File: src/rtl/sysid_checker_wdog.sv
// sysid_checker_wdog: counts consecutive stalled read cycles and flags expiry on the last allowed one
module sysid_checker_wdog #(
    parameter int TIMEOUT_CYCLES = 256
) (
    input  logic clock,
    input  logic reset_n,
    input  logic i_stall,
    input  logic i_clear,
    output logic o_expire
);
    logic [15:0] r_cnt;
    // stall counter restarts whenever the read is accepted, the state moves, or the stall gaps
    always_ff @(posedge clock or negedge reset_n) begin
        if (!reset_n) r_cnt <= '0;
        else          r_cnt <= (i_clear || !i_stall) ? '0 : r_cnt + 16'd1;
    end
    assign o_expire = i_stall && (r_cnt == 16'(TIMEOUT_CYCLES - 1));
endmodule

File: config.mk
export PLATFORM = sky130hd
export DESIGN_NAME = sysid_checker_wdog
export DESIGN_NICKNAME = d
export VERILOG_FILES = /design/src/rtl/sysid_checker_wdog.sv
export SDC_FILE = /design/constraint.sdc
export NUM_CORES = 1
export LEC_CHECK = 0
export BUFFER_PORTS_ARGS = -buffer_cell sky130_fd_sc_hd__buf_2
export CORE_MARGIN = 2
export CORE_UTILIZATION = 50
export DETAILED_ROUTE_END_ITERATION = 12
export PLACE_DENSITY = 0.71
export RECOVER_POWER = 100
export SYNTH_ARGS = -nofsm -noshare
export SYNTH_HDL_FRONTEND = slang
export SYNTH_SLANG_ARGS = --single-unit
export TNS_END_PERCENT = 1
File: constraint.sdc
create_clock -name clock -period 3.6 [get_ports clock]
set_input_delay 0.18 -clock clock [delete_from_list [all_inputs] [get_ports clock]]
set_output_delay 0.18 -clock clock [all_outputs]
set_load 0.03 [all_outputs]
**Yosys cells after proc, flatten, opt, wreduce, memory -nomap -nowiden**

Cells that the tools add are included.

- $add $sub $neg: 1
- Multipliers: 0
- Divide/modulo/power cells: 0
- Order comparisons: 0
- Equal/unequal tests: 1
- Shifts and indexed selects: 0
- Multiplexer cells: 1
- Bitwise logic cells: 0
- Reductions and logical operators: 3

Operators by type and width:

| cell | count |
|---|---|
| 16-bit by 1-bit adder with 16-bit output (second input constant) | 1 |
| 16-bit by 8-bit equality test with 1-bit output (second input constant) | 1 |
| 16-bit 2-to-1 mux | 1 |
| 1-bit logical AND | 1 |
| 1-bit logical NOT | 1 |
| 1-bit logical OR | 1 |

- Bits in registers: 16
- Bits in latches: 0
- Bits in writable memories: 0
- ROM bits: 0
- Bits of input ports: 4
- Output and inout port bits: 1
- Logic and storage cells: 7
- Memories kept: 0

**Logic depth before layout (Yosys ltp)**

Gate-level depths: netlist of the first run.

- Word-level depth: 3
- Depth in mapped cells: 4
- Gate-level depth less buffers: 4

**Least setup slack after synthesis of the first run**

Ideal clock, no wire load.

- Kind: reg-to-output
- From: register r_cnt[0]
- To: output port o_expire
- Data arrival time: 1838 ps
- Required time: 3420 ps
- Path slack: 1582 ps
- Stages on the path, launching flop included: 4
- Path buffers: 0
- Cells stage by stage: dfrtp_1 -> ha_1 -> nand4_2 -> nor4_1

- Word-level cells in the longest chain between the ends: 2

Ends and longest elaborated chain:

| item | line | text |
|---|---|---|
| start, declared | 11 | `logic [15:0] r_cnt;` |
| start signal, assigned | 15 | `else r_cnt <= (i_clear \|\| !i_stall) ? '0 : r_cnt + 16'd1;` |
| 16-bit by 8-bit equality test with 1-bit output | 17 | `assign o_expire = i_stall && (r_cnt == 16'(TIMEOUT_CYCLES - 1));` |
| 1-bit logical AND | 17 |  |
| end, declared | 9 | `output logic o_expire` |

Every way passes these cells.

**Worst setup path after layout of the first run**

Ends and elaborated chain as after synthesis.

==> results.md, run 1 <==
* Run status: completed
* Die width at 45.0 µm
* PD cells at ~350 nW/µm²
* Peak Freq at 466 MHz
* Final setup vio count at 0
* Non-Filler Instances at around 110
* H-tree depth at 1
* Ant diodes at 0
* DP Cell Count at between 100 and 150
* Largest Register: r_cnt
* Global-route wire length before repair at ~2.8 mm
* Min-Delay Path Class: in2reg
* Max_cap viols at 0
* I/O pins at 5
* Total Routed Length at 1.57 mm
* Final Hold Viols at 0
* Mapped Nets at 94
* Num CTS Buffers at 3
* Antenna-violating nets left at 0
* Die H at 45.0 µm
* Synth unique cells at 24
* Kind of end point of the critical path: output port
* Hold slack at around 0.3 ns
* Cell area after layout at 911 µm²
* Element type at the critical path start: flip-flop
* Initial Utilization at 0.545
* Vias at 671
* Worst-margin pin slew at 0.850 ns
* FP Rows at 14
* Max IR drop VDD at 0.220 mV
* IO Port Bufs at 4
* P_leak at 0.354 nW
* Fin util at 0.591
* Synthesized instance count at 89
* Number of synthesized register bits at 16
* Critical path class: reg2out
* DR pass1 iterations at 4
* Clock slew at reported path FFs at 0.10 ns
* Final-stage net count at 102
* Final Power at 0.316 mW
* Tcrit/Tclk final at 0.597
* Commonest non-fill, non-tap cell in the layout: dfrtp_1
* Rel. slew slack at 0.433
* Placed inst area at 873 µm²
* Worst endpoint required time at 3.42 ns
* Clock Sinks at 16
* YS warnings at 0
* Clock tree buffer depth at 2
* Critical Path Fanout Max at 10
* Vias per inst at 5.99
* Antenna violations before repair at 0
* DIE AREA at about 2000 µm²
* Sequential area share after synthesis at 0.476
* Syn_area_per_cell at 9.45 µm²
* Most frequent cells in the layout: dfrtp_1 (16), nand2_1 (11), nand3_1 (6), a21oi_1 (6)
* Mapped cell area at 841 µm²
* Layout cell share with drive strength beyond 1 at 0.0833
* Area of the core at 1540 µm²
* Fin crit period at 2.15 ns
* Top Registers: r_cnt x16
* 1st-iter DRT viols at 28
* TritonCTS clock tree: yes
* Post-layout worst setup margin at about 1.5 ns
* Vias in the first global route at 630
* Grt ovf at 0
* Gpl congestion at 0.786
* Gr usage total at 0.187
* CP arrival at 1.97 ns
* Clk Latency, worst-skew pair at 0.28 ns
* Largest net degree at the start of global routing at 17
* DP Worst Slack at 1.93 ns
* Residual DRC at 0
* WL/cell at around 14 µm
* Pins Over Slew Limit at 0
* Setup TNS at 0 ns
* Max reg flops at 16
* RSZ-0062 raised after global routing: no
* Post-DP HPWL at around 1.2 mm
* Clock skew at between 0.0006 and 0.0007 ns
* CTS Root Cell: clkbuf_4
* Area growth, synth to finish at 8.33%
## worst max-delay path, cell delays in order (launching register included)
cell	delay (ns)
dfrtp_1	0.44
ha_1	0.23
nand4_1	0.29
nor4_1	0.38
clkbuf_1	0.34
## cell families after synthesis
| kind of cell | count (synthesis) | share of synthesized area |
|---|---|---|
| flip-flops | 16 | 0.476 |
| XOR/XNOR | 3 | 0.0313 |
| buffers and inverters | 5 | 0.0223 |
| multiplexers | 5 | 0.0595 |
| adder cells (fa/ha/maj) | 1 | 0.0149 |
| AO/OA/AOI/OAI | 12 | 0.0804 |
| AND/OR/NAND/NOR | 47 | 0.315 |
## cell usage after synthesis
master,number,area share
nor4b_1,1,0.010
nand4_1,2,0.015
mux2i_1,5,0.060
or3_1,3,0.022
nand2b_1,4,0.030
a21oi_1,6,0.036
or4_1,3,0.027
o31ai_1,3,0.027
nor3_1,1,0.0059
nor2_1,5,0.022
and3_2,1,0.0089
nand4_2,2,0.030
inv_1,3,0.013
nand3_1,6,0.036
dfrtp_1,16,0.48
o21ai_0,3,0.018
ha_1,1,0.015
xnor2_1,1,0.010
nand2_1,11,0.049
clkbuf_1,2,0.0089
nor2b_1,1,0.0074
xor2_1,2,0.021
and2_1,2,0.015
nor4_1,5,0.037
## layout make-up
| type | count | area (µm²) |
|---|---|---|
| sequential | 16 | 400 |
| fill | 140 | 631 |
| inverter | 3 | 11.3 |
| timing repair buffer | 5 | 27.5 |
| tap | 16 | 20.0 |
| clock buffer | 4 | 36.3 |
| multi-input combinational | 68 | 415 |
## timing repair
| item | 4_1_cts | 5_1_grt |
|---|---|---|
| setup buffers | 0 | 0 |
| endpoints found under the hold margin | 16 | 0 |
| gates resized for setup | 0 | 0 |
| hold buffers | 1 | 0 |
## layer usage
metal | global-route usage | wire [µm] | vias to the layer above
met5 | 0 | 0 | -
li1 | - | - | 338
met3 | 0.0360 | 46 | 3
met4 | 0.0529 | 9 | 0
met2 | 0.291 | 763 | 10
met1 | 0.265 | 752 | 320
## power by group
part           leakage, nW  internal [mW]  switching (mW)
Sequential           0.223          0.181         0.00147
Combinational        0.111        0.00432         0.00947
Clock               0.0210         0.0616          0.0589
## final timing paths
| kind | depth (start not counted) | slack, ns | endpoint | start |
|---|---|---|---|---|
| worst min-delay path | 4 | 0.30 | r_cnt[9]$_DFF_PN0_ | i_clear |
| worst max-delay path | 4 | 1.45 | o_expire | r_cnt[0]$_DFF_PN0_ |
| worst max register to register | 4 | 1.85 | r_cnt[12]$_DFF_PN0_ | r_cnt[0]$_DFF_PN0_ |
| max in group asynchronous | 2 | 2.57 | r_cnt[2]$_DFF_PN0_ | reset_n |
| min in group asynchronous | 2 | 0.50 | r_cnt[7]$_DFF_PN0_ | reset_n |
| worst min register to register | 1 | 0.55 | r_cnt[0]$_DFF_PN0_ | r_cnt[0]$_DFF_PN0_ |
No activity file was read; power rests on OpenSTA's default activity.
==> inputs of run 2 (changes only) <==
- PLACE_DENSITY: 0.71 -> 0.73
- clock period: 3.6 -> 1.9 ns (I/O delays scaled with it)
==> run 2 against run 1 <==
Net effect: count of clock-buffer cells in the layout down 1; clock power up 49%; via count up 3.4%.
==> results.md, run 2 (synthesized netlist as in run 1, its figures left out) <==
* Critical Path Fanout Max at 10
* Post-layout worst setup margin at 0.138 ns
* RR Startpoint: r_cnt[0]$_DFF_PN0_
* Min-Delay Path Class: in2reg
* Commonest non-fill, non-tap cell in the layout: dfrtp_1
* Element type at the critical path start: flip-flop
* CTS Root Cell: clkbuf_4
* Pins Over Slew Limit at 0
* Fin util at 0.598
* Fin crit period at 1.76 ns
* Vias in the first global route at 619
* I/O pins at 5
* Logic gate share of total power at 0.048
* CP startpoint: r_cnt[0]$_DFF_PN0_
* Rel. slew slack at 0.452
* Clock slew at reported path FFs at ~0.09 ns
* Vias at just under 700
* Total Routed Length at around 1.6 mm
* TritonCTS clock tree: yes
* Num CTS Buffers at 3
* Sw Share at 0.229
* P_int at 0.424 mW
* Flop2flop setup slack at 0.28 ns
* Peak Freq at 567 MHz
* H-tree depth at 1
* Max reg flops at 16
* Initial Utilization at 0.545
* PD cells at ~600 nW/µm²
* Clock skew at about 0.0032 ns
* Clk Latency, worst-skew pair at 0.29 ns
* Final Hold Viols at 0
* Layout cell share with drive strength beyond 1 at 0.116
* Reg2Reg Depth at 4
* Post-CTS Repair Setup Buffers at 0
* Setup TNS at 0 ns
* Max_cap viols at 0
* Run status: completed
* Worst-margin pin slew at about 0.8 ns
* Grt ovf at 0
* Clock Sinks at 16
* 1st-iter DRT viols at 29
* Top Registers: r_cnt x16
* Most frequent cells in the layout: dfrtp_1 (16), nand2_1 (11), nand3_1 (6), a21oi_1 (6)
* Switch Pwr at between 0.1 and 0.15 mW
* Residual DRC at 0
* Final Power at 0.550 mW
* Kind of end point of the critical path: output port
* Final setup vio count at 0
* CP arrival at 1.67 ns
* Met2 Routed Length at 695 µm
* Critical path class: reg2out
* Non-Filler Instances at 111
* DIE AREA at 2030 µm²
* Antenna violations before repair at 0
* DP Worst Slack at between 0.15 and 0.2 ns
* Worst flop-to-flop path endpoint: r_cnt[12]$_DFF_PN0_
* Die H at 45.0 µm
* Clk pwr share at 0.326
* Gpl congestion at between 0.7 and 0.8
* Post-DP HPWL at 1.11 mm
* CP endpoint: o_expire
* FP Rows at 14
* Global-route wire length before repair at 2.83 mm
* Worst endpoint required time at 1.80 ns
* DR pass1 iterations at 4
* DP Cell Count at about 110
* Clock tree buffer depth at 2
* Antenna-violating nets left at 0
* Largest net degree at the start of global routing at 17
* Met3 routed WL at roughly 81 µm
* Final-stage net count at 102
* Seq pwr share at 0.627
* Largest Register: r_cnt
* Met1 WL at 778 µm
* Area growth, synth to finish at 9.67%
* RSZ-0062 raised after global routing: no
* Tcrit/Tclk final at 0.928
* P_leak at 0.367 nW
* Filler cells at 136
* Ant diodes at 0
* Die width at about 45 µm
* IO Port Bufs at 4
* WL/cell at 14.3 µm
* Area of the core at approximately 1500 µm²
* Top Metal Used: met4
* Max IR drop VDD at roughly 0.34 mV
* Vias per inst at around 6.3
* Gr usage total at 0.198
## run 2: worst min-delay path by stage
stage | start | to | depth (start not counted)
2_1_floorplan | reset_n | r_cnt[0]$_DFF_PN0_ | 0
3_3_place_gp | reset_n | r_cnt[7]$_DFF_PN0_ | 1
3_5_place_dp | reset_n | r_cnt[7]$_DFF_PN0_ | 1
4_1_cts | i_clear | r_cnt[15]$_DFF_PN0_ | 4
5_1_grt | i_clear | r_cnt[15]$_DFF_PN0_ | 4
6_report | i_clear | r_cnt[14]$_DFF_PN0_ | 4
## run 2: power groups by stage
stage	combinational [mW]	clock (mW)	sequential [mW]
5_1_grt	0.0311	0.198	0.346
3_5_place_dp	0.0258	0	0.352
6_report	0.0262	0.179	0.345
2_1_floorplan	0.0130	0	0.351
3_3_place_gp	0.0250	0	0.351
4_1_cts	0.0276	0.184	0.345
## run 2: area by class of cell
cell class | instances | area, µm² | share of cell area
Clock buffer | 3 | 22.5 | 0.0244
Inverter | 3 | 11.3 | 0.0122
Multi-Input combinational cell | 68 | 439 | 0.476
Sequential cell | 16 | 400 | 0.434
Tap cell | 16 | 20.0 | 0.0217
Timing Repair Buffer | 5 | 28.8 | 0.0312
## run 2: worst max-delay path, cell delays in order (launching register included)
cell and delay, ns:
dfrtp_1 0.43, ha_2 0.25, nand4_4 0.18, nor4_2 0.30
buf_2 0.23
## run 2: what timing repair did
item                       in CTS  in global routing
hold buffers                    1                  0
resized for setup               0                  2
setup endpoints to repair       0                  1
hold endpoints to repair       16                  0
## run 2: per-layer routing
metal	global-route usage	up-vias
met5	0	-
met4	0.124	0
met3	0.0360	4
met2	0.266	28
met1	0.292	323
li1	-	339
## run 2: through the flow
step,hold slack (ns),area [µm²]
6_report,0.215,922
5_1_grt,0.263,922
4_1_cts,0.214,912
3_5_place_dp,0.0244,880
3_3_place_gp,0.0243,880
2_1_floorplan,-0.201,847
